--- src/rtl/bbcd_seq_conv_pkg.sv ---
// Shared constants and helpers for the sequential binary-to-BCD converter.
package bbcd_pkg;
  localparam logic [1:0] ST_IDLE = 2'd0;
  localparam logic [1:0] ST_CONV = 2'd1;
  localparam logic [1:0] ST_FIN  = 2'd2;

  localparam logic [3:0] ADJ_THR = 4'd5;
  localparam logic [3:0] ADJ_ADD = 4'd3;

  // ceil(n*log10(2)); 0.30103 never lands on an integer for n in 1..32
  function automatic int bbcd_ndig(input int n);
    int d;
    d = 0;
    for (int i = 1; i <= 12; i++)
      if ((i - 1) * 100000 < n * 30103) d = i;
    return d;
  endfunction
endpackage

--- src/rtl/bbcd_seq_conv_if.sv ---
// Handshake/result bundle between the ALU-side requester and the converter.
interface bbcd_seq_conv_if #(parameter int N_BITS = 16);
  import bbcd_pkg::*;
  localparam int N_DIG = bbcd_ndig(N_BITS);

  logic                 start;
  logic                 abort;
  logic [N_BITS-1:0]    bin;
  logic                 busy;
  logic                 done;
  logic [4*N_DIG-1:0]   bcd;

  modport master (output start, abort, bin, input busy, done, bcd);
  modport slave  (input start, abort, bin, output busy, done, bcd);
endinterface

--- src/rtl/bbcd_seq_conv_iter_cnt.sv ---
// Loadable down counter with registered zero flag; saturates at 0.
module bbcd_iter_cnt #(
  parameter int W = 5
) (
  input  logic         clk,
  input  logic         rst_n,
  input  logic         ld,
  input  logic [W-1:0] ld_val,
  input  logic         dec,
  output logic [W-1:0] cnt,
  output logic         z
);
  always_ff @(posedge clk or negedge rst_n) begin
    if (!rst_n) begin
      cnt <= '0;
      z   <= 1'b1;
    end else if (ld) begin
      cnt <= ld_val;
      z   <= 1'b0;
    end else if (dec && cnt != '0) begin
      cnt <= cnt - W'(1);
      z   <= (cnt == W'(1));
    end
  end
endmodule

--- src/rtl/bbcd_seq_conv.sv ---
// Sequential shift-and-add-3 binary-to-BCD converter with start/busy/done,
// abort and a result register held between conversions.
module bbcd_seq_conv
  import bbcd_pkg::*;
#(
  parameter int N_BITS = 16
) (
  input  logic            clk,
  input  logic            rst_n,
  bbcd_seq_conv_if.slave  bus
);
  localparam int N_DIG = bbcd_ndig(N_BITS);
  localparam int CNT_W = $clog2(N_BITS + 1);
  localparam int SW    = 4 * N_DIG;

  logic [1:0]          state;
  logic                busy, done;
  logic [SW-1:0]       bcd_q;
  logic [SW-1:0]       scratch, scr_adj;
  logic [N_BITS-1:0]   shreg;
  logic [SW+N_BITS-1:0] cat_sh;
  logic [CNT_W-1:0]    cnt;
  logic                z;
  logic                accept, step, last;

  assign accept = (state == ST_IDLE) && bus.start && !bus.abort;
  assign step   = (state == ST_CONV) && !bus.abort && !z;
  assign last   = (cnt == CNT_W'(1));

  bbcd_iter_cnt #(.W(CNT_W)) u_cnt (
    .clk    (clk),
    .rst_n  (rst_n),
    .ld     (accept),
    .ld_val (CNT_W'(N_BITS)),
    .dec    (step),
    .cnt    (cnt),
    .z      (z)
  );

  // Per-digit correction before the shift; 4-bit wrap, no carry between digits
  for (genvar g = 0; g < N_DIG; g++) begin : g_adj
    logic [3:0] dig;
    assign dig = scratch[4*g +: 4];
    assign scr_adj[4*g +: 4] = (dig >= ADJ_THR) ? dig + ADJ_ADD : dig;
  end

  assign cat_sh = {scr_adj, shreg} << 1;

  always_ff @(posedge clk or negedge rst_n) begin
    if (!rst_n) begin
      state   <= ST_IDLE;
      busy    <= 1'b0;
      done    <= 1'b0;
      bcd_q   <= '0;
      scratch <= '0;
      shreg   <= '0;
    end else begin
      done <= 1'b0;
      case (state)
        ST_IDLE: if (accept) begin
          shreg   <= bus.bin;
          scratch <= '0;
          busy    <= 1'b1;
          state   <= ST_CONV;
        end
        ST_CONV: if (bus.abort) begin
          busy  <= 1'b0;
          state <= ST_IDLE;
        end else if (!z) begin
          {scratch, shreg} <= cat_sh;
          if (last) begin
            bcd_q <= cat_sh[SW+N_BITS-1 -: SW];
            done  <= 1'b1;
            state <= ST_FIN;
          end
        end
        // Abort here lands in the same place; done has already pulsed
        ST_FIN: begin
          busy  <= 1'b0;
          state <= ST_IDLE;
        end
        default: begin
          busy  <= 1'b0;
          state <= ST_IDLE;
        end
      endcase
    end
  end

  assign bus.busy = busy;
  assign bus.done = done;
  assign bus.bcd  = bcd_q;
endmodule
--- src/flat_wrapper.sv ---
// flat-port wrapper written by rule: the top's interface ports become plain ports
module bbcd_seq_conv_flat import bbcd_pkg::*;
#(
  parameter int N_BITS = 16
)
  (clk, rst_n, bus_start, bus_abort, bus_bin, bus_busy, bus_done, bus_bcd);
  bbcd_seq_conv_if #(.N_BITS(N_BITS)) bus_i ();
  input  logic clk;
  input  logic rst_n;
  input wire logic [$bits(bus_i.start)-1:0] bus_start;
  input wire logic [$bits(bus_i.abort)-1:0] bus_abort;
  input wire logic [$bits(bus_i.bin)-1:0] bus_bin;
  output wire logic [$bits(bus_i.busy)-1:0] bus_busy;
  output wire logic [$bits(bus_i.done)-1:0] bus_done;
  output wire logic [$bits(bus_i.bcd)-1:0] bus_bcd;
  assign bus_i.start = bus_start;
  assign bus_i.abort = bus_abort;
  assign bus_i.bin = bus_bin;
  assign bus_busy = bus_i.busy;
  assign bus_done = bus_i.done;
  assign bus_bcd = bus_i.bcd;
  bbcd_seq_conv #(.N_BITS(N_BITS)) u_core (.clk(clk), .rst_n(rst_n), .bus(bus_i));
endmodule
--- config.mk ---
export PLATFORM = sky130hd
export DESIGN_NAME = bbcd_seq_conv_flat
export DESIGN_NICKNAME = d
export VERILOG_FILES = /design/src/rtl/bbcd_seq_conv_pkg.sv /design/src/rtl/bbcd_seq_conv_if.sv /design/src/rtl/bbcd_seq_conv_iter_cnt.sv /design/src/rtl/bbcd_seq_conv.sv /design/src/flat_wrapper.sv
export SDC_FILE = /design/constraint.sdc
export NUM_CORES = 1
export LEC_CHECK = 0
export CAP_MARGIN = 25
export CORE_MARGIN = 1
export CORE_UTILIZATION = 28
export DETAILED_ROUTE_END_ITERATION = 12
export DONT_BUFFER_PORTS = 1
export GPL_ROUTABILITY_DRIVEN = 0
export PLACE_DENSITY = 0.48
export SYNTH_ARGS = -nofsm -noshare
export SYNTH_HDL_FRONTEND = slang
export SYNTH_SLANG_ARGS = --single-unit
--- constraint.sdc ---
create_clock -name clk -period 4.4 [get_ports clk]
set_input_delay 0.22 -clock clk [delete_from_list [all_inputs] [get_ports clk]]
set_output_delay 0.22 -clock clk [all_outputs]
set_load 0.02 [all_outputs]
; ---- Word level (Yosys, flattened, before mapping)
; Cells that the tools add are included.
[totals]
register_bits = 66
inputBits = 20
out_inout_bits = 22
elab_cells = 73
[op_classes]
addsub = 6
magnitude_cmp = 5
eq_ne = 8
n_mux = 29
bitwise_logic = 2
n_reduce_logical = 15
[ops]
columns = cell, count
row1 = 20-bit two-way mux, 3
row2 = 16-bit two-way mux, 3
row3 = 20-bit one-hot mux with 2 select lines, 1
row4 = 16-bit one-hot mux with 2 select lines, 1
row5 = 4-bit by 3-bit greater-or-equal comparator with 1-bit output (second input constant), 5
row6 = 4-bit by 2-bit adder with 4-bit output (second input constant), 4
row7 = 4-bit two-way mux, 4
row8 = 5-bit two-way mux, 2
row9 = 1-bit two-way mux, 8
row10 = 2-bit two-way mux, 4
row11 = 4-bit AND reduction, 2
row12 = 2-bit inequality test (second input constant), 3
row13 = 5-bit by 1-bit == test with 1-bit output (second input constant), 1
row14 = 1-bit logical AND, 5
row15 = 5-bit nonzero test, 1
row16 = 5-bit by 1-bit subtractor with 5-bit output (second input constant), 1
row17 = 2-bit one-hot mux with 2 select lines, 1
row18 = 2-bit nonzero test, 2
row19 = 3-bit by 2-bit adder with 3-bit output (second input constant), 1
row20 = 3-bit two-way mux, 1
row21 = 3-bit by 2-bit inequality test with 1-bit output (second input constant), 1
row22 = 3-bit inequality test (second input constant), 1
row23 = 3-bit AND reduction, 1
row24 = 2-bit by 1-bit == test with 1-bit output (second input constant), 1
row25 = 6 further kinds, 8

; ---- Longest topological paths before layout
[logic_depth]
word_depth = 6
mapped_depth = 6
ltp_nobuf = 6

; ---- Modules after synthesis
; Synthesis repeated with hierarchy kept, for this count alone.
[hier_totals]
cells_unflattened = 315
area_unflattened_um2 = 3229.3
[modules_own_cells]
columns = mod, instances, cells_per_inst, area_each_um2, seq_area_each_um2
row1 = bbcd_seq_conv, 1, 275, 2849.0, 1501.4
row2 = bbcd_iter_cnt, 1, 40, 380.4, 151.4

; ---- Least setup slack after synthesis
; OpenSTA, ideal clock, no wires.
[synth_path]
kind = reg2reg
startpoint = register u_core.state[1]
endpoint = register u_core.bcd_q[10] (netlist: u_core.bus.bcd[10])
setup_time_ps = 125
arrival_time_ps = 1568
required_time_ps = 4275
slack_ps = 2708
path_stages_with_launch = 6
n_path_buf = 1
period_less_slack_ps = 1692
cell_sequence = dfrtp_1 -> nor4b_4 -> nand3_1 -> inv_2 -> buf_4 -> mux2_2
[synth_via]
elab_chain_len = 2
[synth_rtl]
columns = item, line_no
row1 = "start, declared", bbcd_seq_conv.sv:16  ; logic [1:0] state;
row2 = "start signal, assigned", bbcd_seq_conv.sv:51  ; state <= ST_IDLE;
row3 = "start signal, assigned", bbcd_seq_conv.sv:64  ; state <= ST_CONV;
row4 = "start signal, assigned", bbcd_seq_conv.sv:68  ; state <= ST_IDLE;
row5 = 2-bit by 1-bit == test with 1-bit output, bbcd_seq_conv.sv:59  ; case (state)
row6 = 4-bit AND reduction (no source line), -
row7 = "end signal, assigned", bbcd_seq_conv.sv:72  ; bcd_q <= cat_sh[SW+N_BITS-1 -: SW];
row8 = "end, declared", bbcd_seq_conv.sv:18  ; logic [SW-1:0] bcd_q;
; No other way between the ends.
; A chain may end at the register's enable or synchronous reset.

; ---- Final worst setup path
; Same ends and word-level chain as after synthesis.

==> impl_results.html <==
<table>
<tr><th>Metric</th><th>Value</th></tr>
<tr><th colspan="2">Route</th></tr>
<tr><td>Total number of vias</td><td>2,088</td></tr>
<tr><td>Via-to-Cell Ratio</td><td>4.661</td></tr>
<tr><td>First-pass iteration count of the detailed router</td><td>4</td></tr>
<tr><td>Count of antenna-violating nets left after detailed routing</td><td>0</td></tr>
<tr><td>Iter 0 DRT Violations</td><td>82</td></tr>
<tr><td>Post-route DRC</td><td>0</td></tr>
<tr><td>Wirelength, routed</td><td>6448 µm</td></tr>
<tr><td>WL per Instance</td><td>14.39 µm</td></tr>
<tr><th colspan="2">STA</th></tr>
<tr><td>Final Hold Vio Count</td><td>0</td></tr>
<tr><td>Max Fclk</td><td>0.4871 GHz</td></tr>
<tr><td>Final count of pins violating max slew</td><td>0</td></tr>
<tr><td>Final clock period utilization by the worst path</td><td>0.4666</td></tr>
<tr><td>PnR worst setup slack</td><td>2.347 ns</td></tr>
<tr><td>Worst-Margin Slew</td><td>1.018 ns</td></tr>
<tr><td>Final total negative setup slack</td><td>0 ns</td></tr>
<tr><td>Final min period</td><td>2.053 ns</td></tr>
<tr><td>Post-Route Hold Slack</td><td>0.06254 ns</td></tr>
<tr><td>Worst slew margin</td><td>0.3210</td></tr>
<tr><td>Setup repair after global routing missed its margin</td><td>no</td></tr>
<tr><td>Endpoints failing setup</td><td>0</td></tr>
<tr><td>Final clock skew</td><td>0.009871 ns</td></tr>
<tr><th colspan="2">Yosys</th></tr>
<tr><td>Post-Synthesis Mean Instance Area</td><td>10.61 µm²</td></tr>
<tr><td>Post-synth top area share</td><td>0.5161</td></tr>
<tr><td>Gate count of the mapped netlist</td><td>297</td></tr>
<tr><td>Post-synth net total</td><td>329</td></tr>
<tr><td>Portion of the post-synthesis area used by sequential elements</td><td>0.5244</td></tr>
<tr><td>Leading cell types by total area after synthesis</td><td>dfrtp_1 52%, mux2i_1 6.7%, o21ai_0 5.7%</td></tr>
<tr><td>Flip-flop and latch count after synthesis</td><td>66</td></tr>
<tr><td>Leading area contributor after synthesis</td><td>dfrtp_1</td></tr>
<tr><td>Number of unique standard cell types used by synthesis</td><td>35</td></tr>
<tr><td>Cell area after synthesis</td><td>3152 µm²</td></tr>
<tr><td>Number of warnings printed during yosys synthesis</td><td>0</td></tr>
<tr><th colspan="2">Finish</th></tr>
<tr><td>Share of the core filled with cells</td><td>0.3253</td></tr>
<tr><td>Number of fill cells in the layout</td><td>1,117</td></tr>
<tr><td>Synthesis-to-layout area growth</td><td>12.39%</td></tr>
<tr><td>Number of non-filler instances in the completed layout</td><td>448</td></tr>
<tr><td>Final instance area</td><td>3542 µm²</td></tr>
<tr><td>Fraction of layout instances using a drive strength above 1</td><td>0.1071</td></tr>
<tr><td>Number of inserted diodes</td><td>0</td></tr>
<tr><td>Final nets</td><td>335</td></tr>
<tr><th colspan="2">Clocking</th></tr>
<tr><td>Clock slew seen by the registers of the worst setup and hold paths</td><td>0.07 ns</td></tr>
<tr><td>Number of setup buffers added after CTS</td><td>0</td></tr>
<tr><td>Worst skew pair latency</td><td>0.34 ns</td></tr>
<tr><td>CTS-repair resized insts</td><td>0</td></tr>
<tr><td>Clock buffer count from CTS</td><td>9</td></tr>
<tr><td>Clock tree from TritonCTS</td><td>done</td></tr>
<tr><td>Clock Path Buffers</td><td>2</td></tr>
<tr><td>Htree depth</td><td>3</td></tr>
<tr><td>CTS root buf</td><td>clkbuf_8</td></tr>
<tr><td>CTS Sinks</td><td>66</td></tr>
<tr><th colspan="2">Flow run</th></tr>
<tr><td>Max Cap Violations</td><td>0</td></tr>
<tr><th colspan="2">Pwr</th></tr>
<tr><td>Static leakage power</td><td>1.667 nW</td></tr>
<tr><td>Cell area power density</td><td>448.5 nW/µm²</td></tr>
<tr><td>Highest ir drop seen on vdd</td><td>0.0002114 V</td></tr>
<tr><td>Overall power</td><td>1.589 mW</td></tr>
<tr><th colspan="2">Critical path</th></tr>
<tr><td>Depth of the worst register-to-register path</td><td>6</td></tr>
<tr><td>Cell type with the highest occurrence count on the critical path</td><td>buf_4</td></tr>
<tr><td>Setup slack of the worst register-to-register path</td><td>2.35 ns</td></tr>
<tr><td>Worst Path Max Fanout</td><td>21</td></tr>
<tr><td>Top delay family on crit path</td><td>buffers and inverters</td></tr>
<tr><td>Endpoint kind of the worst setup timing path</td><td>register</td></tr>
<tr><td>R2R Path Start</td><td>u_core.state[1]$_DFFE_PN0P_</td></tr>
<tr><td>Worst endpoint data arrival time</td><td>2.28 ns</td></tr>
<tr><td>Reg-to-reg critical path endpoint</td><td>u_core.bus.bcd[10]$_DFFE_PN0P_</td></tr>
<tr><td>Crit path launch type</td><td>register</td></tr>
<tr><td>Type of the worst setup path</td><td>register to register</td></tr>
<tr><td>Cell breakdown of the critical path</td><td>nor4b_4, buf_4, nand3_1, buf_4, inv_2, mux2_2</td></tr>
<tr><td>Worst EP required</td><td>4.62 ns</td></tr>
<tr><td>Max stage delay on crit path</td><td>0.44 ns</td></tr>
<tr><td>Cell at the slowest stage of the critical path</td><td>dfrtp_1</td></tr>
<tr><td>Worst path buffer plus inverter count</td><td>3</td></tr>
<tr><th colspan="2">Placed design</th></tr>
<tr><td>HPWL after detailed placement</td><td>4327 µm</td></tr>
<tr><td>Placed Area</td><td>3321 µm²</td></tr>
<tr><td>Port-buffer cells</td><td>0</td></tr>
<tr><td>Setup Slack @ Placement</td><td>2.329 ns</td></tr>
<tr><td>Placed insts</td><td>428</td></tr>
<tr><th colspan="2">Global route</th></tr>
<tr><td>Aggregate global routing overflow</td><td>0</td></tr>
<tr><td>Largest net degree at the start of global routing</td><td>67</td></tr>
<tr><td>Total GRT Usage</td><td>0.1247</td></tr>
<tr><td>Antenna violations before repair</td><td>0</td></tr>
<tr><td>Global-route wire length before repair</td><td>10,960 µm</td></tr>
<tr><td>Vias in the first global route</td><td>2,113</td></tr>
<tr><th colspan="2">Hold path</th></tr>
<tr><td>Worst min-delay path startpoint</td><td>bus_abort</td></tr>
<tr><td>Endpoint, Worst Hold</td><td>u_core.bus.busy$_DFFE_PN0P_</td></tr>
<tr><td>Worst hold path class</td><td>primary input to register</td></tr>
<tr><td>Hold Path Depth</td><td>2</td></tr>
<tr><th colspan="2">Floorplanning</th></tr>
<tr><td>Initial Util</td><td>0.2895</td></tr>
<tr><td>Overall die area</td><td>11,680 µm²</td></tr>
<tr><td>Core outline area</td><td>10,890 µm²</td></tr>
<tr><td>Row count</td><td>38</td></tr>
<tr><td>I/O pin total</td><td>42</td></tr>
<tr><td>Vertical die dimension</td><td>108.1 µm</td></tr>
<tr><td>Die span in x</td><td>108.1 µm</td></tr>
<tr><th colspan="2">Outcome</th></tr>
<tr><td>Result of the run</td><td>complete, no violations</td></tr>
</table>
cells in the mapped netlist, drive strengths merged:
master,number
nand3,7
mux2i,21
mux2,11
o31ai,1
nor2,7
inv,14
dfstp,1
or4b,1
nor2b,2
a21oi,16
a211oi,2
ha,12
nand2,41
and2,1
dfrtp,65
nor3,6
xnor2,7
or3,1
nor3b,9
a31oi,1
nand2b,7
clkbuf,7
o21ai,39
a22o,11
buf,5
nor4b,1
o21bai,1
flip-flops by register name, indices dropped and copies added, names as in the netlist:
name and cells:
u_core.bus.busy 1, u_core.u_cnt.z 1, u_core.bus.done 1, u_core.state 2, u_core.shreg 16, u_core.scratch 20, u_core.bus.bcd 20, u_core.u_cnt.cnt 5
cells in the final DEF, fill, tap and decap left out, types with 2 or more instances in the layout:
cell type	count
dlygate4sd3_1	3
buf_16	2
xnor2_1	7
ha_1	12
nor2b_1	2
mux2_1	3
nor3b_1	9
nand3_1	7
o21ai_0	36
buf_4	2
nand2b_1	7
dfrtp_1	65
nor2_1	7
a21oi_1	15
mux2_2	8
clkbuf_1	3
a22o_1	11
mux2i_1	21
inv_1	13
o21ai_1	2
clkinv_2	3
clkbuf_8	10
nor3_1	5
nand2_1	41
cell type report:
type,instances,area (µm²),area share
clock buffer,13,148.9,0.04203
tap,140,175.2,0.04945
sequential,66,1653,0.4666
timing repair buffer,7,100.1,0.02826
multi-input combinational,205,1398,0.3946
clock inverter,3,15.01,0.004239
inverter,14,52.55,0.01484
how the worst max path moves through the flow:
stage / start / to / cells past startpoint
after CTS: u_core.state[1]$_DFFE_PN0P_ / u_core.bus.bcd[10]$_DFFE_PN0P_ / 6
after floorplan: u_core.state[1]$_DFFE_PN0P_ / u_core.bus.bcd[10]$_DFFE_PN0P_ / 5
after global routing: u_core.state[1]$_DFFE_PN0P_ / u_core.bus.bcd[10]$_DFFE_PN0P_ / 6
after global placement: u_core.state[1]$_DFFE_PN0P_ / u_core.bus.bcd[9]$_DFFE_PN0P_ / 6
final: u_core.state[1]$_DFFE_PN0P_ / u_core.bus.bcd[10]$_DFFE_PN0P_ / 6
after detailed placement: u_core.state[1]$_DFFE_PN0P_ / u_core.bus.bcd[10]$_DFFE_PN0P_ / 6
repair_timing:
item,in CTS,in global routing
hold buffers,4,0
setup endpoints to repair,0,0
hold endpoints to repair,68,0
metal layers:
metal | track usage | share of wire
met1 | 0.1627 | 0.49
met2 | 0.1806 | 0.42
met3 | 0.06510 | 0.080
met4 | 0.02935 | 0.0062
met5 | 0 | 0
report_power, final:
part	internal, mW	switching (mW)	leakage, nW	total (mW)
Clock	0.218	0.220	0.0872	0.438
Sequential	0.713	0.104	0.880	0.816
Combinational	0.149	0.186	0.700	0.335
cell families (layout without fill, tap and decap cells):
group	Yosys count	count (layout)	synth area share
and+or+nand+nor	83	83	0.1346
adders and majority gates	12	12	0.04764
xor gates and xnor gates	7	7	0.01945
buffers and inverters	26	37	0.03573
muxes	32	32	0.1060
DFF	66	66	0.5244
AOI/OAI and AO/OA	71	71	0.1322
No activity file was read; power rests on OpenSTA's default activity.
